File: src/rtl/obstacle_sprite_ctrl.sv
// obstacle_sprite_ctrl: sprite RAM read addressing, chroma-keyed pixel pipeline and write-port arbitration with fill engine
module obstacle_sprite_ctrl #(
  parameter int ADDR_WIDTH = 10,
  parameter int DATA_WIDTH = 2,
  parameter int KEY_IDX    = 0
) (
  input  logic                  clk,
  input  logic                  reset_n,
  input  logic [10:0]           x,
  input  logic [10:0]           y,
  input  logic                  wr_reg,
  input  logic                  wr_ram,
  input  logic [ADDR_WIDTH-1:0] addr,
  input  logic [31:0]           wr_data,
  output logic [31:0]           rd_data,
  output logic [ADDR_WIDTH-1:0] ram_addr_r,
  input  logic [DATA_WIDTH-1:0] ram_dout,
  output logic                  ram_we,
  output logic [ADDR_WIDTH-1:0] ram_addr_w,
  output logic [DATA_WIDTH-1:0] ram_din,
  output logic [DATA_WIDTH-1:0] spr_idx,
  output logic                  spr_valid,
  output logic                  fill_busy
);
  localparam int H = ADDR_WIDTH / 2;
  typedef enum logic {IDLE, FILL} state_t;
  state_t state;
  logic [10:0] x0, y0, xr, yr;
  logic enable, in_reg, in_reg_d1, fill_start, unused_ok;
  logic [DATA_WIDTH-1:0] fill_val;
  logic [ADDR_WIDTH-1:0] cnt;
  assign unused_ok  = ^wr_data[31:11];
  assign xr         = x - x0;
  assign yr         = y - y0;
  assign in_reg     = enable && (xr >> H) == 11'd0 && (yr >> H) == 11'd0;
  assign ram_addr_r = {yr[H-1:0], xr[H-1:0]};
  assign fill_start = wr_reg && addr[1:0] == 2'd2 && wr_data[1];
  assign fill_busy  = state == FILL;
  assign ram_we     = reset_n && (fill_busy || wr_ram);
  assign ram_addr_w = fill_busy ? cnt : addr;
  assign ram_din    = fill_busy ? fill_val : wr_data[DATA_WIDTH-1:0];
  // register readback, unused bits zero
  always_comb
    rd_data = addr[1:0] == 2'd0 ? {21'd0, x0} :
              addr[1:0] == 2'd1 ? {21'd0, y0} :
              addr[1:0] == 2'd2 ? 32'({fill_val, 1'b0, enable}) : {31'd0, fill_busy};
  // bus-writable position and enable registers, writable even while filling
  always_ff @(posedge clk or negedge reset_n)
    if (!reset_n) begin
      x0     <= '0;
      y0     <= '0;
      enable <= 1'b0;
    end else if (wr_reg) begin
      if (addr[1:0] == 2'd0) x0 <= wr_data[10:0];
      if (addr[1:0] == 2'd1) y0 <= wr_data[10:0];
      if (addr[1:0] == 2'd2) enable <= wr_data[0];
    end
  // fill engine: sweeps every RAM address once, fill_val frozen for the whole sweep
  always_ff @(posedge clk or negedge reset_n)
    if (!reset_n) begin
      state    <= IDLE;
      cnt      <= '0;
      fill_val <= '0;
    end else if (state == IDLE) begin
      if (fill_start) begin
        fill_val <= wr_data[2 +: DATA_WIDTH];
        cnt      <= '0;
        state    <= FILL;
      end
    end else begin
      cnt <= cnt + 1'b1;
      if (&cnt) state <= IDLE;
    end
  // two-stage pixel pipeline aligned with the registered RAM read
  always_ff @(posedge clk or negedge reset_n)
    if (!reset_n) begin
      in_reg_d1 <= 1'b0;
      spr_idx   <= '0;
      spr_valid <= 1'b0;
    end else begin
      in_reg_d1 <= in_reg;
      spr_idx   <= ram_dout;
      spr_valid <= in_reg_d1 && ram_dout != DATA_WIDTH'(KEY_IDX);
    end
endmodule
File: config.mk
export PLATFORM = sky130hd
export DESIGN_NAME = obstacle_sprite_ctrl
export DESIGN_NICKNAME = d
export VERILOG_FILES = /design/src/rtl/obstacle_sprite_ctrl.sv
export SDC_FILE = /design/constraint.sdc
export NUM_CORES = 1
export LEC_CHECK = 0
export CAP_MARGIN = 10
export CORE_UTILIZATION = 29
export DETAILED_ROUTE_END_ITERATION = 16
export PLACE_DENSITY = 0.58
export SYNTH_ARGS = -nofsm -noshare
export SYNTH_HDL_FRONTEND = slang
export SYNTH_SLANG_ARGS = --single-unit
File: constraint.sdc
create_clock -name clk -period 2.2 [get_ports clk]
set_input_delay 0.33 -clock clk [delete_from_list [all_inputs] [get_ports clk]]
set_output_delay 0.33 -clock clk [all_outputs]
set_load 0.02 [all_outputs]
* Yosys cells after proc, flatten, opt, wreduce, memory -nomap -nowiden *
Index checks and enable logic that the tools add are counted.

operators by class
  $add $sub $neg = 3
  $mul = 0
  divide/modulo/power cells = 0
  $lt $le $gt $ge = 0
  equality and inequality tests = 2
  shifts and indexed selects = 0
  multiplexer cells = 10
  bitwise logic cells = 1
  reduce and logical (&&, ||, !) cells = 17

operator list
  kind                                           count
  2-to-1 mux 10 bit                              3
  zero test 11 bit                               2
  2-to-1 mux 11 bit                              2
  subtractor 11 bit                              2
  adder 10 x 1 -> 10 bit, second input constant  1
  AND reduction 10 bit                           1
  AND reduction 2 bit                            4
  logical AND 1 bit                              6
  2-to-1 mux 4 bit                               1
  nonzero test 2 bit                             2
  2-to-1 mux 1 bit                               3
  == test 2 x 1 -> 1 bit, second input constant  1
  == test 2 bit, second input constant           1
  zero test 2 bit                                1
  2-to-1 mux 2 bit                               1
  logical OR 1 bit                               1
  inverter 1 bit                                 1

word-level totals
  register bits after elaboration = 40
  latch bits = 0
  RAM bits = 0
  memory bits (read-only) = 0
  input port bits = 70
  output and inout bits = 59
  word-level logic and storage cells = 42
  memories kept = 0

* Depth between registers and ports, before layout *
Gate-level depths: netlist of the first run.

  depth in word-level cells = 5
  depth in mapped cells = 10
  gate-level depth less buffers = 10

* Least setup slack after synthesis of the first run *
No wires, ideal clock.

  kind = input to register
  from = in x[0]
  to = reg in_reg_d1
  library setup time = 0.111 ns
  arrival time = 2.080 ns
  required time = 2.089 ns
  path slack = 0.009 ns
  stages = 10
  path buffers = 0
  cells stage by stage = inv_1 ha_1 fa_1 nor2b_4 o31a_1 o21a_1 o211ai_2 nand2_1 or3_1 a2111oi_2

on the way
  word-level cells in the longest chain between the ends = 4

ends and longest elaborated chain
  what                            line  RTL
  start, declared                 9     input logic [10:0] x,
  subtractor 11 bit               33    assign xr = x - x0;
  zero test 11 bit                35    assign in_reg = enable && (xr >> H) == 11'd0 && (yr >> H) == 11'd0;
  logical AND 1 bit (2 in a row)  35
  via in_reg                      29    logic enable, in_reg, in_reg_d1, fill_start, unused_ok;
  end signal, assigned            81    in_reg_d1 <= in_reg;
  end, declared                   29

The timed path passes the listed nets, and every way through them passes these cells.
A chain may end at the register's enable or synchronous reset.

* Worst setup path in the final report of the first run *
  from = reg x0[0]
  to = reg in_reg_d1

on the way
  word-level cells in the longest chain between the ends = 4

ends and longest elaborated chain
  what                            line  RTL
  start, declared                 28    logic [10:0] x0, y0, xr, yr;
  start signal, assigned          54    if (addr[1:0] == 2'd0) x0 <= wr_data[10:0];
  subtractor 11 bit               33
  zero test 11 bit                35
  logical AND 1 bit (2 in a row)  35
  via in_reg                      29

The timed path passes the listed nets, and every way through them passes these cells.

==> metrics.yaml, run 1 <==
outcome:
  status: "finished with violations"
  violations: "negative setup slack"
die:
  pin_count: 129
  dieHeight_um: 106
  die_area_sq_um: 11200
  fp.coreArea_sq_um: 10400
  start_util_pct: 30.1
  rows: 37
  fp.dieW_um: 106
synth:
  synth-simple-area-share_pct: 15.8
  synth_xor_area_share_pct: 2.24
  synthAdderAreaFrac_pct: 9.69
  ys_types: 50
  synthCells: 344
  ys.flop_type: "dfrtp_1"
  syn-cell-area_sq_um: 3130
  synth.top_cell.area_share_pct: 32.0
  synth-compound-area-share_pct: 15.2
  synth_common_cells: "dfrtp_1, mux2_2, inv_1"
  ys_warn_count: 0
  muxShareOfSynthArea_pct: 15.3
  yosysMostFrequentCell: "dfrtp_1"
  synth-seq-cells: 40
  synth_edf_count: 0
  yosysTopAreaCell: "dfrtp_1"
  synth_top_family_by_area: "simple AND/OR/NAND/NOR gates"
  synth_area_per_cell_sq_um: 9.09
  yosysSeqAreaShare_pct: 32.0
  synthArstFlopShare_pct: 100
  synth_area_leaders: "dfrtp_1, mux2_2, ha_1"
timing:
  finalSetupViolCount: 3
  rsz0062_at_grt: "true"
  hold_viol: 0
  finalMaxSlewViolations: 0
  fin_crit_sh_pct: 107
  post-route-min-period_ns: 2.36
  slew_headroom_pct: 52.5
  setup_ws_ns: -0.165
  worst_slew_pin_slew_ns: 0.704
  fin_worst_skew_ns: 0.00354
  fmax_mhz: 423
critical_path:
  crit_fanout: 4
  crit_arrival_ns: 2.56
  start_kind: "flop"
  cp.required_ns: 2.39
  max_stage_delay_ns: 0.41
  cp_cell_sequence: "ha_2 > fa_2 > nor2b_4 > o31a_1 > o21a_1 > o211ai_2 > nand2_1 > or3_4 > a2111oi_4"
  slowest_stage: "dfrtp_1"
  worstSetupPathType: "reg2reg"
  worstSetupEndpointType: "flop"
detailed_routing:
  drtIter0Drc: 169
  ant_nets: 0
  drc: 0
  wl_met2_um: 4080
  top_layer_used: "met4"
  dr.pass1.iters: 4
  met1_length_um: 4180
  routedWlPerCell_um: 13.9
  vias: 2930
  vias_per_cell: 4.68
  wl_met3_um: 337
  drt-total-wl_um: 8710
grt:
  track_usage_pct: 16.0
  grt_max_degree: 41
  overflow: 0
  grt_pass1_wl_um: 14200
  antenna_found_initial: 0
  grt_pass1_vias: 2924
finish:
  final-seq-area_sq_um: 1000
  fillCellCount: 1054
  drive_above_1_share_pct: 25.5
  num_antenna_cells: 0
  final_cell_area_sq_um: 4640
  multi_input_area_sq_um: 1960
  final_util_pct: 44.7
  fin_nets: 583
  synthToLayoutAreaGrowth_pct: 48.4
clock_tree:
  cts.sinks: 40
  insertion_delay_ns: 0.30
  cts_hold_buffers: 0
  numCtsBuffers: 5
  cts_root_buf: "clkbuf_8"
  h-tree-depth: 2
  cts.path.max_buffers: 2
  cts_tree: "yes"
  path_clk_slew_ns: 0.08
place:
  port_buffers: 86
  preCtsSetupSlack_ns: -0.572
  gp_congestion: 0.854
  placedInstanceArea_sq_um: 4490
  hpwl_um: 6880
pwr:
  leakage_nw: 2.18
  p_per_area_nw_per_um2: 816
  vdd.ir_drop.worst_uv: 383
  power.total_w: 0.00378
job:
  max_cap_viol_count: 0
hold_path:
  hp-class: "in2async"
area by class of cell:
| type | instances | share of cell area (%) |
|---|---|---|
| Clock buffer | 5 | 1.48 |
| Clock inverter | 2 | 0.270 |
| Inverter | 28 | 2.27 |
| Multi-Input combinational cell | 265 | 42.2 |
| Sequential cell | 40 | 21.6 |
| Tap cell | 136 | 3.67 |
| Timing Repair Buffer | 150 | 28.5 |
final timing paths:
check,slack (ns),startpoint,endpoint,cells after the start
min in group clk,0.50,in_reg_d1,spr_valid,1
hold / removal,0.13,reset_n,cnt[4],2
max in group asynchronous,1.70,reset_n,y0[10],2
setup reg to reg,-0.16,x0[0],in_reg_d1,9
setup / recovery,-0.16,x0[0],in_reg_d1,9
hold reg to reg,0.50,in_reg_d1,spr_valid,1
flip-flops by register name, indices dropped and copies added, names as in the netlist:
register   flops
enable         1
spr_idx        2
spr_valid      1
in_reg_d1      1
x0            11
y0            11
cnt           10
fill_busy      1
fill_val       2
logic make-up (layout without fill, tap and decap cells):
kind of cell / count (synthesis) / after routing
buf+inv: 59 / 185
xor+xnor: 8 / 8
simple gates: 97 / 97
compound gates: 73 / 73
flops: 40 / 40
fa+ha+maj: 23 / 23
mux: 43 / 43
other cells: 1 / 21
power breakdown:
group	internal (W)	switching (W)	leakage [nW]
clock	0.000215	0.000266	0.0400
sequential	0.000919	0.000192	0.482
combinational	0.00112	0.00107	1.66
through the flow:
step	cells	hold WS (ns)	TNS, ns
after floorplan	364	0.0344	0
after global placement	615	0.476	-5.14
after detailed placement	615	0.481	-5.37
after CTS	623	0.159	-0.389
after global routing	626	0.189	-0.618
final	626	0.132	-0.293
critical path: cells and delay by family (launching register included):
| kind | cells | cell delay [ns] |
|---|---|---|
| and+or+nand+nor | 3 | 0.50 |
| DFF | 1 | 0.41 |
| AOI/OAI and AO/OA | 4 | 0.90 |
| adders and majority gates | 2 | 0.46 |
cells in the final DEF, fill, tap and decap left out, types with 4 or more instances in the layout:
master / Yosys / layout
a21oi_1: 15 / 13
dfrtp_1: 40 / 40
nand2b_1: 4 / 4
a31oi_1: 4 / 4
nand3_1: 13 / 13
conb_1: 1 / 21
clkdlybuf4s50_1: 0 / 62
clkbuf_8: 0 / 5
dlygate4sd2_1: 0 / 13
mux2i_1: 13 / 13
ha_1: 21 / 19
nor2_1: 27 / 25
o21ai_0: 26 / 25
xnor2_1: 6 / 5
o21a_1: 8 / 8
nand2_1: 19 / 19
mux2_2: 29 / 29
nor3_1: 7 / 6
buf_4: 21 / 66
and3_1: 4 / 4
nor2b_1: 7 / 6
inv_1: 28 / 28
what timing repair did:
action                                 in CTS  in global routing
pin swaps                                   1                  7
resized for setup                          46                 19
cloned                                      0                  0
buffers inserted                            1                  3
setup endpoints to repair                  20                  9
endpoints found under the hold margin       0                  0
layer usage:
metal	track usage, %	vias up
met5	0	-
li1	-	1467
met3	2.16	7
met2	27.3	73
met4	4.66	0
met1	21.0	1383
(Power assumes the default switching activity.)
==> run 2, diff against run 1 <==
CORE_UTILIZATION = 58   (was 29)
DONT_BUFFER_PORTS = 1   (was unset)
PLACE_DENSITY = 0.74   (was 0.58)
==> run 2 against run 1 <==
  * The run still ends with negative setup slack left
  * Clock-buffer cell count increased by 1
  * Routed wire length fell by 22%
  * Non-clock buffer count decreased by 126
  * Register-to-register slack better by 0.06 ns
  * Power decreased by 15%
  * Sequential share of layout area up 7.4 points
  * Critical endpoint unchanged
  * Largest power group unchanged
  * Maximum frequency increased by 2.4%
  * Final cell count down 31%
  * First-iteration DRC count is 19% lower
  * Combinational power is 26% lower
  * Largest cell class unchanged
  * Highest routed layer unchanged
  * Die area decreased by 49%
==> metrics.yaml, run 2 (synthesized netlist as in run 1, its figures left out) <==
pwr:
  power_frac_comb_pct: 50.2  # was 57.9%
  p_clk_share_pct: 15.4  # was 12.7%
  p_per_area_nw_per_um2: 936  # was 816 nW/um^2
  leakage_nw: 1.59  # was 2.18 nW
  p_switching_w: 0.00137  # was 0.00153 W
  internal_power_w: 0.00186  # was 0.00226 W
  power.total_w: 0.00323  # was 0.00378 W
  seqPwrFrac_pct: 34.4  # was 29.4%
  p_sw_share_pct: 42.6  # was 40.4%
  vdd.ir_drop.worst_uv: 738  # was 383 uV
timing:
  fin_crit_sh_pct: 105  # was 107%
  finalSetupViolCount: 1  # was 3
  setup_ws_ns: -0.109  # was -0.165 ns
  hold_viol: 0  # unchanged
  post-route-min-period_ns: 2.31  # was 2.36 ns
  finalMaxSlewViolations: 0  # unchanged
  fmax_mhz: 433  # was 423 MHz
  whs_ns: 0.0587  # was 0.132 ns
  slew_headroom_pct: 50.1  # was 52.5%
  rsz0062_at_grt: "true"  # unchanged
  fin_worst_skew_ns: 0.00607  # was 0.00354 ns
  worst_slew_pin_slew_ns: 0.741  # was 0.704 ns
detailed_routing:
  met1_length_um: 3010  # was 4180 um
  ant_nets: 0  # unchanged
  drtIter0Drc: 137  # was 169
  routedWlPerCell_um: 15.7  # was 13.9 um
  vias_per_cell: 5.73  # was 4.68
  drc: 0  # unchanged
  wl_met2_um: 3040  # was 4080 um
  wl_met3_um: 605  # was 337 um
  top_layer_used: "met4"  # unchanged
  vias: 2492  # was 2930
  dr.pass1.iters: 4  # unchanged
  drt-total-wl_um: 6830  # was 8710 um
grt:
  antenna_found_initial: 0  # unchanged
  track_usage_pct: 24.5  # was 16.0%
  overflow: 0  # unchanged
  grt_pass1_vias: 2146  # was 2924
  grt_max_degree: 41  # unchanged
  grt_pass1_wl_um: 10200  # was 14200 um
finish:
  num_antenna_cells: 0  # unchanged
  fin_nets: 457  # was 583
  drive_above_1_share_pct: 21.6  # was 25.5%
  top_regs: "x0 (11), y0 (11), cnt (10)"  # unchanged
  synthToLayoutAreaGrowth_pct: 10.4  # was 48.4%
  final_cell_mix: "dfrtp_1, mux2_2, inv_1"  # was buf_4, clkdlybuf4s50_1, dfrtp_1
  final_common_cell: "dfrtp_1"  # was buf_4
die:
  start_util_pct: 60.8  # was 30.1%
  die_area_sq_um: 5690  # was 11200 sq um
  fp.coreArea_sq_um: 5140  # was 10400 sq um
  pin_count: 129  # unchanged
  fp.dieW_um: 75.4  # was 106 um
  rows: 26  # was 37
  dieHeight_um: 75.4  # was 106 um
outcome:
  violations: "negative setup slack"  # unchanged
  status: "finished with violations"  # unchanged
place:
  hpwl_um: 5360  # was 6880 um
  preCtsSetupSlack_ns: -0.176  # was -0.572 ns
  gp_congestion: 0.863  # was 0.854
  port_buffers: 0  # was 86
job:
  max_cap_viol_count: 0  # unchanged
critical_path:
  cp.required_ns: 2.39  # about the same
  worstSetupEndpointType: "flop"  # unchanged
  worstSetupPathType: "reg2reg"  # unchanged
  crit_fanout: 4  # unchanged
  critPathTopFamily: "compound AO/OA/AOI/OAI gates"  # unchanged
  slowest_stage: "or3_4"  # was dfrtp_1
  critPathBufInv: 0  # unchanged
  crit_arrival_ns: 2.50  # was 2.56 ns
  max_stage_delay_ns: 0.38  # was 0.41 ns
  cp_cell_sequence: "ha_2 > fa_2 > nor2b_4 > o31a_1 > o21a_1 > o211ai_2 > nand2_2 > or3_4 > a2111oi_4"  # was ha_2 > fa_2 > nor2b_4 > o31a_1 > o21a_1 > o211ai_2 > nand2_1 > or3_4 > a2111oi_4
  start_kind: "flop"  # unchanged
clock_tree:
  cts_root_buf: "clkbuf_8"  # unchanged
  path_clk_slew_ns: 0.08  # about the same
  insertion_delay_ns: 0.29  # was 0.30 ns
  cts.sinks: 40  # unchanged
  cts.path.max_buffers: 2  # unchanged
  h-tree-depth: 2  # unchanged
  numCtsBuffers: 5  # unchanged
  cts_tree: "yes"  # unchanged
hold_path:
  hp-class: "in2reg"  # was in2async
==> run 2: changes by cell type in the layout (fill, tap and decap cells not counted), moves of 2 or more <==
cell / delta
dlymetal6s2s_1: -2
buf_2: -2
a21oi_2: -2
a21oi_1: +2
buf_4: -44
clkdlybuf4s15_1: -2
dlygate4sd2_1: -13
clkdlybuf4s50_1: -62
ha_1: -2
==> run 2: worst paths after layout <==
check | start | end | slack [ns] | cells past startpoint
worst max-delay path | x0[0] | in_reg_d1 | -0.11 | 9
worst min-delay path | ram_dout[1] | spr_idx[1] | 0.06 | 0
worst max register to register | x0[0] | in_reg_d1 | -0.11 | 9
worst min register to register | in_reg_d1 | spr_valid | 0.49 | 1
max in group asynchronous | reset_n | fill_val[0] | 1.52 | 2
min in group asynchronous | reset_n | cnt[1] | 0.48 | 2
==> run 2: metrics by stage <==
stage                     util (%)  setup TNS (ns)  cells  area [sq um]
after floorplan                  -               0    364          3200
after global placement        63.2          -0.136    424          3250
after detailed placement      63.2          -0.176    424          3250
after CTS                     65.8          -0.141    434          3380
after global routing          67.1          -0.261    435          3450
final                         67.1          -0.109    435          3450
==> run 2: power groups by stage <==
| stage | Clock [W] | Sequential, W | Combinational, W |
|---|---|---|---|
| 3_5_place_dp | 0 | 0.00112 | 0.00154 |
| 6_report | 0.000498 | 0.00111 | 0.00162 |
| 3_3_place_gp | 0 | 0.00112 | 0.00150 |
| 2_1_floorplan | 0 | 0.00107 | 0.00129 |
| 4_1_cts | 0.000512 | 0.00111 | 0.00157 |
| 5_1_grt | 0.000538 | 0.00115 | 0.00179 |
==> run 2: area by class of cell <==
| class | count | area (sq um) |
|---|---|---|
| Multi-Input combinational cell | 265 | 1970 |
| Fill cell | 441 | 1690 |
| Clock inverter | 2 | 10.0 |
| Timing Repair Buffer | 24 | 195 |
| Inverter | 28 | 105 |
| Sequential cell | 40 | 1000 |
| Tap cell | 70 | 87.6 |
| Clock buffer | 6 | 82.6 |
==> run 2: timing repair <==
action                                  4_1_cts  5_1_grt
hold endpoints to repair                     40        0
resized for setup                             3       13
hold buffers                                  2        0
pin swaps                                     1        2
setup buffers                                 0        1
endpoints found under the setup margin        4        3
==> run 2: metal layers <==
layer	GRT usage, %	up-vias
li1	-	1221
met1	32.9	1159
met2	37.0	96
met3	7.94	16
met4	9.47	0
met5	0	-
==> run 3, diff against run 2 <==
CORE_UTILIZATION = 40   (was 58)
PLACE_DENSITY = 0.54   (was 0.74)
==> run 3 against run 2 <==
  * The flow still finishes with violations (negative setup slack)
  * Worst setup slack improved by 0.043 ns
  * First-iteration DRC count decreased by 2.2%
  * Critical path depth unchanged
==> metrics.yaml, run 3 (synthesized netlist as in run 1, its figures left out) <==
timing:
  fin_crit_sh_pct: 103  # was 105%
  slew_headroom_pct: 60.0  # was 50.1%
  post-route-min-period_ns: 2.27  # was 2.31 ns
  tns_ns: -0.0795  # was -0.109 ns
  setup_ws_ns: -0.0660  # was -0.109 ns
  fin_worst_skew_ns: 0.00516  # was 0.00607 ns
  rsz0062_at_grt: "true"  # unchanged
  finalSetupViolCount: 2  # was 1
  worst_slew_pin_slew_ns: 0.593  # was 0.741 ns
  fmax_mhz: 441  # was 433 MHz
  whs_ns: 0.0576  # was 0.0587 ns
  hold_viol: 0  # unchanged
  finalMaxSlewViolations: 0  # unchanged
outcome:
  status: "finished with violations"  # unchanged
  violations: "negative setup slack"  # unchanged
die:
  fp.dieW_um: 90.4  # was 75.4 um
  fp.coreArea_sq_um: 7410  # was 5140 sq um
  start_util_pct: 42.2  # was 60.8%
  pin_count: 129  # unchanged
  dieHeight_um: 90.4  # was 75.4 um
  die_area_sq_um: 8170  # was 5690 sq um
  rows: 31  # was 26
critical_path:
  cp.required_ns: 2.40  # was 2.39 ns
  crit_arrival_ns: 2.46  # was 2.50 ns
  worstSetupEndpointType: "flop"  # unchanged
  worstSetupPathType: "reg2reg"  # unchanged
  crit_fanout: 3  # was 4
  start_kind: "flop"  # unchanged
finish:
  synthToLayoutAreaGrowth_pct: 14.7  # was 10.4%
  fillCellCount: 774  # was 441
  final_common_cell: "dfrtp_1"  # unchanged
  drive_above_1_share_pct: 24.5  # was 21.6%
  num_antenna_cells: 0  # unchanged
  final_cell_area_sq_um: 3580  # was 3450 sq um
  top_regs: "x0 (11), y0 (11), cnt (10)"  # unchanged
  final_cell_mix: "dfrtp_1, buf_4, mux2_2"  # was dfrtp_1, mux2_2, inv_1
  fin_nets: 469  # was 457
clock_tree:
  cts.sinks: 40  # unchanged
  cts.path.max_buffers: 2  # unchanged
  path_clk_slew_ns: 0.08  # about the same
  cts_root_buf: "clkbuf_8"  # unchanged
  numCtsBuffers: 5  # unchanged
  cts_tree: "yes"  # unchanged
  insertion_delay_ns: 0.30  # was 0.29 ns
  h-tree-depth: 2  # unchanged
detailed_routing:
  dr.pass1.iters: 4  # unchanged
  wl_met2_um: 3370  # was 3040 um
  met1_length_um: 3660  # was 3010 um
  drc: 0  # unchanged
  ant_nets: 0  # unchanged
  drtIter0Drc: 134  # was 137
  wl_met3_um: 483  # was 605 um
  top_layer_used: "met4"  # unchanged
  vias_per_cell: 5.28  # was 5.73
  drt-total-wl_um: 7580  # was 6830 um
  routedWlPerCell_um: 16.0  # was 15.7 um
  vias: 2509  # was 2492
pwr:
  p_per_area_nw_per_um2: 916  # was 936 nW/um^2
  p_switching_w: 0.00141  # was 0.00137 W
  power.total_w: 0.00328  # was 0.00323 W
  vdd.ir_drop.worst_uv: 412  # was 738 uV
  power_frac_comb_pct: 51.4  # was 50.2%
  p_clk_share_pct: 14.6  # was 15.4%
  seqPwrFrac_pct: 33.9  # was 34.4%
  internal_power_w: 0.00187  # was 0.00186 W
  leakage_nw: 1.65  # was 1.59 nW
  p_sw_share_pct: 43.0  # was 42.6%
place:
  gp_congestion: 0.834  # was 0.863
  placedInstanceArea_sq_um: 3350  # was 3250 sq um
  preCtsSetupSlack_ns: -0.140  # was -0.176 ns
  hpwl_um: 5800  # was 5360 um
  port_buffers: 0  # unchanged
grt:
  track_usage_pct: 19.4  # was 24.5%
  grt_pass1_vias: 2394  # was 2146
  grt_pass1_wl_um: 12400  # was 10200 um
  overflow: 0  # unchanged
  grt_max_degree: 41  # unchanged
  antenna_found_initial: 0  # unchanged
hold_path:
  hp-class: "in2reg"  # unchanged
job:
  max_cap_viol_count: 0  # unchanged
[run 3: changes by cell type in the layout (fill, tap and decap cells not counted), moves of 2 or more]
cell / before / now
o21ai_1: 1 / 3
ha_2: 3 / 1
a21oi_1: 15 / 13
a21oi_2: 0 / 2
o21ai_0: 26 / 24
buf_4: 22 / 34
[run 3: layout make-up]
cell class / instances / area (sq um) / area share (%)
clock buffers: 5 / 68.8 / 1.92
clock inverters: 2 / 12.5 / 0.349
inverters: 28 / 105 / 2.93
multi-input cells: 265 / 1990 / 55.5
flip-flops and latches: 40 / 1000 / 27.9
well taps: 99 / 124 / 3.46
repair buffers: 36 / 285 / 7.96
[run 3: worst max-delay path, cell delays in order, from the launching register on]
cell       delay [ns]
dfrtp_1          0.39
ha_4             0.16
fa_2             0.23
nor2b_4          0.05
o31a_1           0.27
o21a_1           0.19
o211ai_2         0.14
nand2_2          0.08
or3_4            0.38
a2111oi_4        0.29
[run 3: per-stage QoR]
stage	utilization, %	instances
finish	48.4	475
floorplan	-	364
global placement	45.3	462
CTS	47.2	474
global route	48.4	475
detailed placement	45.3	462
[run 3: worst paths after layout]
check                            start  slack [ns]  cells after the start         end
max                              x0[0]       -0.07                      9   in_reg_d1
min in group asynchronous      reset_n        0.51                      2      cnt[0]
min reg2reg                  in_reg_d1        0.51                      1   spr_valid
max in group asynchronous      reset_n        1.48                      2       y0[9]
max reg2reg                      x0[0]       -0.07                      9   in_reg_d1
min                        ram_dout[1]        0.06                      0  spr_idx[1]
[run 3: timing repair]
item	in CTS	in global routing
pin swaps	0	6
setup buffers	3	1
endpoints found under the setup margin	4	4
hold endpoints to repair	40	0
resized for setup	5	17
hold buffers	2	0
[run 3: power groups by stage]
stage          Sequential [W]  Combinational [W]  Clock [W]
6_report              0.00111            0.00169   0.000481
5_1_grt               0.00115            0.00187   0.000531
4_1_cts               0.00111            0.00164   0.000501
3_5_place_dp          0.00113            0.00158          0
3_3_place_gp          0.00112            0.00157          0
2_1_floorplan         0.00107            0.00129          0
[run 3: metal layers]
layer  up-vias  global-route usage [%]
met5         -                       0
met4         0                    4.44
met3         7                    5.05
met2        75                    30.2
met1      1190                    26.9
li1       1237                       -
